==> src/rtl/lcd_pkg.sv <==
// rtl/lcd_pkg.sv - shared state encodings and HD44780 command bytes for the LCD frame writer
package lcd_pkg;

  typedef enum logic [2:0] {PWRUP, INIT, SETADDR, FETCH, WRITE, IDLE} lcd_state_e;
  typedef enum logic [2:0] {X_IDLE, X_SETUP, X_PULSE, X_WAIT, X_DONE} xfer_phase_e;

  localparam logic [7:0] CMD_FUNCSET = 8'h38;
  localparam logic [7:0] CMD_DISPON  = 8'h0C;
  localparam logic [7:0] CMD_ENTRY   = 8'h06;
  localparam logic [7:0] CMD_CLEAR   = 8'h01;
  localparam logic [7:0] CMD_LINE1   = 8'h80;
  localparam logic [7:0] CMD_LINE2   = 8'hC0;

  function automatic logic [7:0] init_cmd(input logic [1:0] idx);
    case (idx)
      2'd0:    init_cmd = CMD_FUNCSET;
      2'd1:    init_cmd = CMD_DISPON;
      2'd2:    init_cmd = CMD_ENTRY;
      default: init_cmd = CMD_CLEAR;
    endcase
  endfunction

endpackage

==> src/rtl/lcd_if.sv <==
// rtl/lcd_if.sv - phrase-bank fetch port plus HD44780 panel bus
interface lcd_if;
  logic [4:0] char_addr;
  logic [7:0] char_data;
  logic       RS;
  logic       RW;
  logic       E;
  logic [7:0] DB;

  modport master (output char_addr, RS, RW, E, DB, input char_data);
  modport slave  (input char_addr, RS, RW, E, DB, output char_data);
endinterface

==> src/rtl/lcd_byte_xfer.sv <==
// rtl/lcd_byte_xfer.sv - one HD44780 byte write: setup, E strobe, post-pulse wait, done pulse
module lcd_byte_xfer
  import lcd_pkg::*;
#(
  parameter int SETUP_CYC      = 4,
  parameter int E_PULSE_CYC    = 25,
  parameter int CMD_WAIT_CYC   = 2500,
  parameter int CLEAR_WAIT_CYC = 100000
) (
  input  logic       clk,
  input  logic       rst_n,
  input  logic       start,
  input  logic       rs,
  input  logic [7:0] data,
  output logic       done,
  output logic       lcd_rs,
  output logic       lcd_e,
  output logic [7:0] lcd_db
);

  xfer_phase_e phase, phase_n;
  logic [31:0] cnt, cnt_n;
  logic [31:0] wait_len;
  logic        rs_q;
  logic [7:0]  db_q;

  // Only the clear command needs the long settle; a data byte of 0x01 is an ordinary character.
  assign wait_len = (!rs_q && db_q == CMD_CLEAR) ? 32'(CLEAR_WAIT_CYC) : 32'(CMD_WAIT_CYC);

  always_ff @(posedge clk or negedge rst_n) begin
    if (!rst_n) begin
      phase <= X_IDLE;
      cnt   <= '0;
      rs_q  <= 1'b0;
      db_q  <= 8'h00;
    end else begin
      phase <= phase_n;
      cnt   <= cnt_n;
      if (phase == X_IDLE && start) begin
        rs_q <= rs;
        db_q <= data;
      end
    end
  end

  always_comb begin
    phase_n = phase;
    cnt_n   = cnt + 32'd1;
    case (phase)
      X_IDLE: begin
        cnt_n = '0;
        if (start) phase_n = X_SETUP;
      end
      X_SETUP: if (cnt == 32'(SETUP_CYC - 1)) begin
        phase_n = X_PULSE;
        cnt_n   = '0;
      end
      X_PULSE: if (cnt == 32'(E_PULSE_CYC - 1)) begin
        phase_n = X_WAIT;
        cnt_n   = '0;
      end
      X_WAIT: if (cnt == wait_len - 32'd1) begin
        phase_n = X_DONE;
        cnt_n   = '0;
      end
      default: begin
        phase_n = X_IDLE;
        cnt_n   = '0;
      end
    endcase
  end

  assign done   = (phase == X_DONE);
  assign lcd_e  = (phase == X_PULSE);
  assign lcd_rs = rs_q;
  assign lcd_db = db_q;

endmodule

==> src/rtl/lcd_frame_writer.sv <==
// rtl/lcd_frame_writer.sv - power-up init then continuous two-line refresh of a 16x2 HD44780 panel
module lcd_frame_writer
  import lcd_pkg::*;
#(
  parameter int POWERUP_CYC    = 2000000,
  parameter int SETUP_CYC      = 4,
  parameter int E_PULSE_CYC    = 25,
  parameter int CMD_WAIT_CYC   = 2500,
  parameter int CLEAR_WAIT_CYC = 100000
) (
  input  logic   clock50MHz,
  input  logic   reset,
  input  logic   refresh_en,
  lcd_if.master  bus,
  output logic   init_done,
  output logic   frame_done
);

  lcd_state_e  state, state_n;
  logic [31:0] cnt, cnt_n;
  logic [1:0]  idx, idx_n;
  logic [4:0]  addr, addr_n;
  logic [7:0]  char_q, char_n;
  logic        issued, issued_n;
  logic        init_done_n, frame_done_n;
  logic        start, x_rs, done;
  logic [7:0]  x_data;
  logic        lcd_rs, lcd_e;
  logic [7:0]  lcd_db;

  lcd_byte_xfer #(
    .SETUP_CYC     (SETUP_CYC),
    .E_PULSE_CYC   (E_PULSE_CYC),
    .CMD_WAIT_CYC  (CMD_WAIT_CYC),
    .CLEAR_WAIT_CYC(CLEAR_WAIT_CYC)
  ) u_xfer (
    .clk   (clock50MHz),
    .rst_n (reset),
    .start (start),
    .rs    (x_rs),
    .data  (x_data),
    .done  (done),
    .lcd_rs(lcd_rs),
    .lcd_e (lcd_e),
    .lcd_db(lcd_db)
  );

  always_ff @(posedge clock50MHz or negedge reset) begin
    if (!reset) begin
      state      <= PWRUP;
      cnt        <= '0;
      idx        <= '0;
      addr       <= '0;
      char_q     <= 8'h00;
      issued     <= 1'b0;
      init_done  <= 1'b0;
      frame_done <= 1'b0;
    end else begin
      state      <= state_n;
      cnt        <= cnt_n;
      idx        <= idx_n;
      addr       <= addr_n;
      char_q     <= char_n;
      issued     <= issued_n;
      init_done  <= init_done_n;
      frame_done <= frame_done_n;
    end
  end

  // Byte-issuing states raise start once, then wait on done; issued remembers the handoff.
  always_comb begin
    state_n      = state;
    cnt_n        = cnt;
    idx_n        = idx;
    addr_n       = addr;
    char_n       = char_q;
    issued_n     = issued;
    init_done_n  = init_done;
    frame_done_n = 1'b0;
    start        = 1'b0;
    x_rs         = 1'b0;
    x_data       = 8'h00;
    case (state)
      PWRUP: begin
        if (cnt == 32'(POWERUP_CYC - 1)) begin
          state_n = INIT;
          cnt_n   = '0;
        end else begin
          cnt_n = cnt + 32'd1;
        end
      end
      INIT: begin
        x_data = init_cmd(idx);
        if (!issued) begin
          start    = 1'b1;
          issued_n = 1'b1;
        end else if (done) begin
          issued_n = 1'b0;
          if (idx == 2'd3) begin
            idx_n       = '0;
            init_done_n = 1'b1;
            state_n     = SETADDR;
          end else begin
            idx_n = idx + 2'd1;
          end
        end
      end
      SETADDR: begin
        x_data = (addr == 5'd0) ? CMD_LINE1 : CMD_LINE2;
        if (!issued) begin
          start    = 1'b1;
          issued_n = 1'b1;
        end else if (done) begin
          issued_n = 1'b0;
          cnt_n    = '0;
          state_n  = FETCH;
        end
      end
      FETCH: begin
        if (cnt == 32'd1) begin
          char_n  = bus.char_data;
          cnt_n   = '0;
          state_n = WRITE;
        end else begin
          cnt_n = cnt + 32'd1;
        end
      end
      WRITE: begin
        x_rs   = 1'b1;
        x_data = char_q;
        if (!issued) begin
          start    = 1'b1;
          issued_n = 1'b1;
        end else if (done) begin
          issued_n = 1'b0;
          cnt_n    = '0;
          if (addr == 5'd15) begin
            addr_n  = 5'd16;
            state_n = SETADDR;
          end else if (addr == 5'd31) begin
            addr_n       = 5'd0;
            frame_done_n = 1'b1;
            state_n      = refresh_en ? SETADDR : IDLE;
          end else begin
            addr_n  = addr + 5'd1;
            state_n = FETCH;
          end
        end
      end
      default: begin
        if (refresh_en) state_n = SETADDR;
      end
    endcase
  end

  assign bus.char_addr = addr;
  assign bus.RS        = lcd_rs;
  assign bus.RW        = 1'b0;
  assign bus.E         = lcd_e;
  assign bus.DB        = lcd_db;

endmodule
==> src/flat_wrapper.sv <==
// flat-port wrapper written by rule: the top's interface ports become plain ports
module lcd_frame_writer_flat import lcd_pkg::*;
#(
  parameter int POWERUP_CYC    = 2000000,
  parameter int SETUP_CYC      = 4,
  parameter int E_PULSE_CYC    = 25,
  parameter int CMD_WAIT_CYC   = 2500,
  parameter int CLEAR_WAIT_CYC = 100000
)
  (clock50MHz, reset, refresh_en, init_done, frame_done, bus_char_addr, bus_RS, bus_RW, bus_E, bus_DB, bus_char_data);
  lcd_if bus_i ();
  input  logic clock50MHz;
  input  logic reset;
  input  logic refresh_en;
  output logic init_done;
  output logic frame_done;
  output wire logic [$bits(bus_i.char_addr)-1:0] bus_char_addr;
  output wire logic [$bits(bus_i.RS)-1:0] bus_RS;
  output wire logic [$bits(bus_i.RW)-1:0] bus_RW;
  output wire logic [$bits(bus_i.E)-1:0] bus_E;
  output wire logic [$bits(bus_i.DB)-1:0] bus_DB;
  input wire logic [$bits(bus_i.char_data)-1:0] bus_char_data;
  assign bus_char_addr = bus_i.char_addr;
  assign bus_RS = bus_i.RS;
  assign bus_RW = bus_i.RW;
  assign bus_E = bus_i.E;
  assign bus_DB = bus_i.DB;
  assign bus_i.char_data = bus_char_data;
  lcd_frame_writer #(.POWERUP_CYC(POWERUP_CYC), .SETUP_CYC(SETUP_CYC), .E_PULSE_CYC(E_PULSE_CYC), .CMD_WAIT_CYC(CMD_WAIT_CYC), .CLEAR_WAIT_CYC(CLEAR_WAIT_CYC)) u_core (.clock50MHz(clock50MHz), .reset(reset), .refresh_en(refresh_en), .bus(bus_i), .init_done(init_done), .frame_done(frame_done));
endmodule
==> config.mk <==
export PLATFORM = sky130hd
export DESIGN_NAME = lcd_frame_writer_flat
export DESIGN_NICKNAME = d
export VERILOG_FILES = /design/src/rtl/lcd_pkg.sv /design/src/rtl/lcd_if.sv /design/src/rtl/lcd_byte_xfer.sv /design/src/rtl/lcd_frame_writer.sv /design/src/flat_wrapper.sv
export SDC_FILE = /design/constraint.sdc
export NUM_CORES = 1
export LEC_CHECK = 0
export CAP_MARGIN = 20
export CORE_UTILIZATION = 58
export DETAILED_ROUTE_END_ITERATION = 6
export DONT_BUFFER_PORTS = 1
export GPL_ROUTABILITY_DRIVEN = 0
export GPL_TIMING_DRIVEN = 0
export PLACE_DENSITY = 0.73
export SLEW_MARGIN = 30
export SYNTH_ARGS = -nofsm -noshare
export SYNTH_HDL_FRONTEND = slang
export SYNTH_HIERARCHICAL = 1
export SYNTH_SLANG_ARGS = --single-unit
==> constraint.sdc <==
create_clock -name clock50MHz -period 2.5 [get_ports clock50MHz]
set_clock_uncertainty 0.2 [all_clocks]
set_input_delay 0.25 -clock clock50MHz [delete_from_list [all_inputs] [get_ports clock50MHz]]
set_output_delay 0.25 -clock clock50MHz [all_outputs]
set_load 0.02 [all_outputs]
==> results of run 1 <==
worst max-delay path: cells and delay by family, from the launching register on:
family,cells,cell delay [ps]
AOI/OAI and AO/OA,2,600
DFF,1,450
and+or+nand+nor,3,780
buffers and inverters,2,310
state kept, by name, summed over array words and instances (netlist names), 2 cells and up:
register              flops
u_core/state              3
u_core/idx                2
u_core/u_xfer/phase       3
u_core/u_xfer/lcd_db      8
u_core/bus.char_addr      5
u_core/u_xfer/cnt        32
u_core/char_q             8
u_core/cnt               32
cells by family (layout without fill, tap and decap cells):
| logic type | Yosys count | count (layout) | share of synthesized area |
|---|---|---|---|
| AND/OR/NAND/NOR | 255 | 255 | 0.266 |
| flip-flops | 97 | 97 | 0.431 |
| AO/OA/AOI/OAI | 92 | 92 | 0.109 |
| XOR/XNOR | 54 | 54 | 0.0841 |
| buffers and inverters | 42 | 87 | 0.0394 |
| multiplexers | 19 | 19 | 0.0378 |
| adder cells (fa/ha/maj) | 14 | 14 | 0.0311 |
| other | 1 | 1 | 0.000667 |
power breakdown:
group	switching [mW]	leakage (nW)	internal, mW	total, mW
combinational	1.29	1.19	0.916	2.21
clock	0.558	0.117	0.670	1.23
sequential	0.210	1.31	1.75	1.96
total	2.06	2.62	3.34	5.39
routing by layer:
| metal | track usage | wire length (um) |
|---|---|---|
| met2 | 0.434 | 6110 |
| met1 | 0.358 | 5530 |
| met5 | 0 | 0 |
| met4 | 0.0803 | 154 |
| met3 | 0.0569 | 664 |
worst min path at each step:
stage / startpoint / to
2_1_floorplan: reset / u_core/bus.char_addr[0]
3_3_place_gp: reset / u_core/bus.char_addr[3]
3_5_place_dp: reset / u_core/bus.char_addr[3]
4_1_cts: reset / u_core/cnt[28]
5_1_grt: reset / u_core/cnt[28]
6_report: reset / u_core/frame_done
cell type report:
cell class / instances / area (um^2)
inverters: 19 / 71.3
clock inverters: 6 / 115
plain buffers: 22 / 159
multi-input cells: 435 / 3090
flip-flops and latches: 97 / 2430
well taps: 129 / 161
repair buffers: 30 / 249
fillers: 701 / 2920
clock buffers: 10 / 128
metrics by stage:
| step | worst slack, ps | hold WS (ps) | total power, mW | cells |
|---|---|---|---|---|
| final | 34.6 | -630 | 5.39 | 748 |
| after global routing | -23.1 | -670 | 5.70 | 748 |
| after CTS | 24.0 | -661 | 5.18 | 736 |
| after detailed placement | -401 | -244 | 3.78 | 703 |
| after global placement | -377 | -244 | 3.73 | 703 |
| after floorplan | 65.4 | -246 | 3.35 | 574 |
what timing repair did:
action / 4_1_cts / 5_1_grt
pin swaps: 4 / 10
endpoints found under the hold margin: 107 / 97
cloned: 0 / 2
resized for setup: 7 / 27
setup buffers: 8 / 11
setup endpoints to repair: 70 / 77
placed cells by master (no fill, tap or decap), drive strengths merged, types with 7 or more instances in the layout:
cell,n
clkbuf,16
ha,14
and4,8
buf,37
o21ai,16
a21oi,41
inv,20
nor3,21
xor2,23
mux2,18
nand2,40
nor2,55
xnor2,31
dfrtp,97
or4,7
nor4,23
nand3,34
dlygate4sd3,9
and3,13
nand4,24
==> qor.yml, run 1 <==
global_route:
  antenna_found_initial: 0
  grt_pass1_wl_um: 21100
  grt_max_degree: 98
  grt_usage: 0.266
  grt_pass1_vias: 4335
  overflow: 0
placement:
  hpwl_um: 8210
  place_area_um2: 5790
  io_buffers: 0
detailed_routing:
  via_per_inst: 6.10
  wl_um: 12500
  drc: 0
  vias: 4565
  firstDrtPassIters: 5
  drtAntennaViolNets: 0
  drtIter0Drc: 235
  avgRoutedWirePerCell_um: 16.7
logic_synthesis:
  avgSynthCellArea_um2: 9.80
  synthTopCellsByArea: "dfrtp_1 (43%), xnor2_1 (4.8%), mux2_2 (3.6%)"
  synth_fp_nets: 599
  async_flop_share: 1.00
  synth_cells: 574
  ys.warnings.count: 6
  ys_ff_latch: 97
  synthTopCellsByCount: "dfrtp_1 (97), nand2_1 (39), a21oi_1 (36), nor2_1 (34)"
  ys_seq_area_frac: 0.431
  syn-cell-area_um2: 5630
  ys.flop_type: "dfrtp_1"
  synth_cell_types: 70
  synth_top_area_share: 0.431
  synth_edf_count: 0
  yosysMostFrequentCell: "dfrtp_1"
  yosys.area.top_type: "dfrtp_1"
power:
  ir_worst_vdd_mv: 0.632
  p_leak_nw: 2.62
  p_per_area_nw_per_um2: 842
clock_network:
  cts_root_buf: "clkbuf_8"
  cts_tree: "yes"
  hold_buffers: 9
  clk_latency_ps: 380
  clock_sinks: 97
  cts_max_path_buffers: 2
  clk_pin_slew_ps: 100
  cts_buffers: 9
  htree_levels: 3
worst_setup_path:
  worstSetupEndpointType: "register"
  critical_path_class: "reg -> reg"
  critPathLaunchType: "register"
  critical-path-slowest-cell: "dfrtp_1"
  crit_chain: "nor4_1, and4_2, a31oi_1, a311oi_4, buf_4, buf_6, nor2_2"
  r2r_cells: 7
  worstPathMaxFanout: 6
  slowest_delay_ps: 450
  arrival_ps: 2530
  startpoint: "u_core/cnt[25]"
  worst-endpoint-required_ps: 2560
  reg2reg_to: "u_core/cnt[18]"
  r2r-start: "u_core/cnt[25]"
  crit_path_end: "u_core/cnt[18]"
  regToRegSetupSlack_ps: 30
outcome:
  status: "finished, violations left"
  violations: "hold timing"
worst_hold_path:
  hp-class: "in -> async"
job:
  timing.max_cap.violations: 0
sta:
  setup_viol: 0
  period_share: 0.986
  max_freq_mhz: 406
  fin_setup_tns_ps: 0
  whs_ps: -630
  slew-limit-headroom: 0.459
  finalCriticalPeriod_ps: 2470
  drv_slew: 0
  hold_viol_final: 97
  worst_pin_slew_ps: 804
floorplan:
  start_util: 0.603
  num_rows: 35
  die_y_um: 100
  core-area_um2: 9330
  dieArea_um2: 10100
  pin_count: 29
  die_x_um: 100
layout:
  finish.instance_area_um2: 6410
  utilization: 0.687
  nets: 639
  diodes: 0
  syn_to_final_growth_pct: 13.9
  drive_gt1_frac: 0.218
Power figures use the tool's default switching activity.
==> inputs of run 2 (changes only) <==
- CORE_MARGIN: not set -> 2
==> run 2 against run 1 <==
  * The run still ends with hold timing left
  * First-iteration DRC count rose by 13%
  * Sequential cell count did not move
  * Critical endpoint is now u_core/u_xfer/cnt[29]
  * Die area rose by 4.0%
  * Total power fell by 0.28%
  * Register-to-register slack improved by 30 ps
  * Cell count fell by 0.53%
  * Clock power fell by 3%
  * Fmax rose by 1.3%
  * Sequential power barely moved
  * Via count fell by 2.2%
  * Critical path depth did not move
  * Cell area fell by 0.29%
==> qor.yml, run 2 (synthesis results as in run 1) <==
detailed_routing:
  firstDrtPassIters: 5
  via_per_inst: 6.00
  wl_met1_um: 5600
  wl_met2_um: 6360
  wl_met3_um: 485
  top_layer: "met4"
  vias: 4465
  drc: 0
  avgRoutedWirePerCell_um: 17.0
  drtAntennaViolNets: 0
  drtIter0Drc: 265
  wl_um: 12600
worst_setup_path:
  worst-endpoint-required_ps: 2540
  crit_family: "simple AND/OR/NAND/NOR gates"
  startpoint: "u_core/u_xfer/cnt[12]"
  worstSetupEndpointType: "register"
  critical_path_class: "reg -> reg"
  r2r-start: "u_core/u_xfer/cnt[12]"
  slowest_delay_ps: 560
  critical-path-slowest-cell: "or4_4"
  arrival_ps: 2470
  critPathLaunchType: "register"
  crit_chain: "or4_4, nor4_4, nand3_2, o31ai_4, buf_6, buf_6, a21oi_1"
  cp_num_buf_inv: 2
  worstPathMaxFanout: 10
  path_common_cell: "buf_6"
outcome:
  violations: "hold timing"
  status: "finished, violations left"
worst_hold_path:
  hp-class: "in -> async"
layout:
  diodes: 0
  final_common_cell: "dfrtp_1"
  drive_gt1_frac: 0.211
  largest_registers: "u_core/cnt: 32 flops, u_core/u_xfer/cnt: 32 flops"
  finish.instance_area_um2: 6390
  syn_to_final_growth_pct: 13.6
  nets: 636
  final_cell_mix: "dfrtp_1 (92), nand2_1 (39), a21oi_1 (35)"
sta:
  setup_viol: 0
  fin_setup_tns_ps: 0
  period_share: 0.974
  layout_setup_ws_ps: 66.1
  rsz0062_at_grt: "yes"
  worst_pin_slew_ps: 638
  hold_viol_final: 97
  slew-limit-headroom: 0.571
  whs_ps: -621
  drv_slew: 0
  finalCriticalPeriod_ps: 2430
  max_freq_mhz: 411
floorplan:
  start_util: 0.603
  core-area_um2: 9330
  die_x_um: 102
  die_y_um: 102
  dieArea_um2: 10500
  pin_count: 29
  num_rows: 35
clock_network:
  clock_sinks: 97
  hold_buffers: 9
  cts_root_buf: "clkbuf_8"
  cts_tree: "yes"
  htree_levels: 3
  cts_max_path_buffers: 2
  clk_latency_ps: 360
  cts_buffers: 9
  clk_pin_slew_ps: 90
global_route:
  antenna_found_initial: 0
  overflow: 0
  grt_usage: 0.250
  grt_max_degree: 98
  grt_pass1_wl_um: 20900
  grt_pass1_vias: 4321
placement:
  dp_slack_ps: -416
  io_buffers: 0
  hpwl_um: 8270
  place_area_um2: 5790
power:
  finalPower_mw: 5.38
  p_leak_nw: 2.62
  ir_worst_vdd_mv: 0.585
  combPwrFrac: 0.415
  switchingPower_mw: 2.05
  switching_share: 0.381
  p_int_mw: 3.33
  p_per_area_nw_per_um2: 842
  pwr-share-clk: 0.221
  p_seq_frac: 0.364
job:
  timing.max_cap.violations: 0
run 2: cell types whose count changed in the layout (fill, tap and decap cells not counted), sizes merged:
cell	delta
buf	-6
clkbuf	+3
clkinvlp	-1
run 2: area by class of cell:
type / instances / area [um^2]
clock inverter: 5 / 104
timing repair buffer: 26 / 225
clock buffer: 10 / 128
multi-input combinational: 435 / 3080
sequential: 97 / 2430
tap: 129 / 161
inverter: 19 / 71.3
buffer: 23 / 184
fill: 675 / 2940
run 2: metrics by stage:
step	instances	utilization	hold WS (ps)
finish	744	0.685	-621
global route	744	0.685	-659
CTS	731	0.662	-645
detailed placement	703	0.620	-244
global placement	703	0.620	-244
floorplan	574	-	-246
run 2: power by group through the flow:
| stage | Sequential [mW] | Combinational, mW | Clock (mW) |
|---|---|---|---|
| 5_1_grt | 1.98 | 2.40 | 1.29 |
| 6_report | 1.96 | 2.23 | 1.19 |
| 3_5_place_dp | 1.98 | 1.81 | 0 |
| 4_1_cts | 1.95 | 1.92 | 1.23 |
| 2_1_floorplan | 1.93 | 1.43 | 0 |
| 3_3_place_gp | 1.96 | 1.77 | 0 |
run 2: layer usage:
metal  global-route usage  vias to the layer above
met4               0.0718                        0
met3               0.0458                       24
met5                    0                        -
li1                     -                     2138
met2                0.422                      115
met1                0.330                     2188
run 2: final timing paths:
path	to	slack, ps	cells past startpoint
setup / recovery	u_core/u_xfer/cnt[29]	70	7
hold / removal	u_core/frame_done	-620	0
setup reg to reg	u_core/u_xfer/cnt[29]	70	7
hold reg to reg	u_core/char_q[4]	320	1
max in group asynchronous	u_core/u_xfer/phase[2]	2530	0
min in group clock50MHz	u_core/state[0]	70	3
run 2: timing repair:
action,CTS,global route
pin swaps,3,10
endpoints found under the setup margin,71,77
gates cloned,0,1
hold endpoints to repair,106,97
buffers inserted,4,12
resized for setup,6,34
==> inputs of run 3 (changes only) <==
- CORE_UTILIZATION: 58 -> 48
- HOLD_SLACK_MARGIN: not set -> 0.03
- PLACE_DENSITY: 0.73 -> 0.62
==> run 3 against run 2 <==
  * The flow still finishes with violations (hold timing)
  * Cell area is 2.0% higher
  * Die area is 20% higher
  * Sequential cell count did not move
  * Sequential share of layout area down 0.78 points
  * Cell count increased by 2.3%
  * Sequential power about the same
  * Routed wire length is 0.70% higher
  * Register-to-register slack worse by 20 ps
  * Worst setup slack worse by 16 ps
  * Non-clock buffer count is 1 higher
  * Clock-buffer cell count did not move
==> qor.yml, run 3 (synthesis results as in run 1) <==
power:
  ir_worst_vdd_mv: 0.669
  finalPower_mw: 5.69
  p_per_area_nw_per_um2: 873
  p_leak_nw: 2.64
floorplan:
  num_rows: 39
  pin_count: 29
  core-area_um2: 11400
  dieArea_um2: 12600
  die_x_um: 112
  start_util: 0.493
  die_y_um: 112
sta:
  worst_pin_slew_ps: 797
  finalCriticalPeriod_ps: 2450
  drv_slew: 0
  slew-limit-headroom: 0.464
  period_share: 0.980
  whs_ps: -611
  hold_viol_final: 97
  max_freq_mhz: 408
  layout_setup_ws_ps: 50.5
  rsz0062_at_grt: "yes"
  setup_viol: 0
placement:
  io_buffers: 0
  place_area_um2: 5800
  dp_slack_ps: -465
  hpwl_um: 8450
detailed_routing:
  avgRoutedWirePerCell_um: 16.7
  wl_um: 12700
  drc: 0
  drtIter0Drc: 326
  firstDrtPassIters: 4
  via_per_inst: 5.81
  drtAntennaViolNets: 0
  vias: 4425
clock_network:
  clk_pin_slew_ps: 60
  htree_levels: 3
  clk_latency_ps: 350
  clock_sinks: 97
  cts_max_path_buffers: 2
  cts_buffers: 9
  hold_buffers: 9
  cts_root_buf: "clkbuf_16"
  cts_tree: "yes"
global_route:
  antenna_found_initial: 0
  grt_usage: 0.209
  overflow: 0
  grt_pass1_vias: 4317
  grt_pass1_wl_um: 21200
  grt_max_degree: 98
layout:
  multi_input_comb_area_um2: 3110
  final_cell_mix: "dfrtp_1 (94), nand2_1 (38), a21oi_1 (35)"
  finish.instance_area_um2: 6520
  largest_registers: "u_core/cnt: 32 flops, u_core/u_xfer/cnt: 32 flops"
  nFillCells: 1019
  diodes: 0
  nets: 638
  drive_gt1_frac: 0.215
  final_common_cell: "dfrtp_1"
  seqCellArea_um2: 2430
  syn_to_final_growth_pct: 15.8
worst_setup_path:
  worst-endpoint-required_ps: 2530
  critical_path_class: "reg -> reg"
  crit_chain: "or4_4, nor4_4, nand3_2, o31ai_4, buf_6, buf_8, a21oi_1"
  critical-path-slowest-cell: "or4_4"
  worstSetupEndpointType: "register"
  r2r_cells: 7
  startpoint: "u_core/u_xfer/cnt[13]"
  r2r-start: "u_core/u_xfer/cnt[13]"
  arrival_ps: 2480
  worstPathMaxFanout: 10
  critPathLaunchType: "register"
  slowest_delay_ps: 570
job:
  timing.max_cap.violations: 0
outcome:
  status: "finished, violations left"
  violations: "hold timing"
worst_hold_path:
  hp-class: "in -> async"
run 3: worst max-delay path: cells and delay by family, from the launching register on:
kind	cells	cell delay, ps
AOI/OAI and AO/OA	2	370
buffers and inverters	2	300
DFF	1	420
and+or+nand+nor	3	1040
run 3: metal layers:
layer | vias up | GRT usage | routed length [um]
li1 | 2152 | - | -
met2 | 97 | 0.322 | 5940
met4 | 0 | 0.114 | 399
met3 | 29 | 0.0362 | 433
met5 | - | 0 | 0
met1 | 2147 | 0.281 | 5960
run 3: final timing paths:
check	endpoint	slack (ps)
setup / recovery	u_core/u_xfer/cnt[18]	50
hold / removal	u_core/bus.char_addr[2]	-610
setup reg to reg	u_core/u_xfer/cnt[18]	50
hold reg to reg	u_core/char_q[6]	320
max in group asynchronous	u_core/u_xfer/phase[2]	2520
min in group clock50MHz	u_core/state[0]	100
run 3: repair_timing:
action	in CTS	in global routing
endpoints found under the setup margin	79	75
buffers inserted	6	10
cloned	0	3
pin swaps	3	9
hold endpoints to repair	107	97
resized for setup	8	34
run 3: cell type report:
class / instances / area share
clock buffer: 10 / 0.0351
inverter: 19 / 0.0109
timing repair buffer: 27 / 0.0359
sequential: 97 / 0.373
clock inverter: 6 / 0.0140
tap: 143 / 0.0275
multi-input combinational: 436 / 0.477
buffer: 23 / 0.0265
run 3: stage by stage:
step	utilization	cells	TNS (ps)
after floorplan	-	574	0
after global placement	0.508	717	-12460
after detailed placement	0.508	717	-14810
after CTS	0.553	748	0
after global routing	0.571	761	-766
final	0.571	761	0
run 3: report_power, final:
part | leakage (nW) | switching, mW | total [mW] | internal (mW)
logic | 1.19 | 1.32 | 2.23 | 0.917
clock network | 0.145 | 0.609 | 1.49 | 0.880
registers | 1.31 | 0.213 | 1.96 | 1.75
total | 2.64 | 2.14 | 5.69 | 3.55
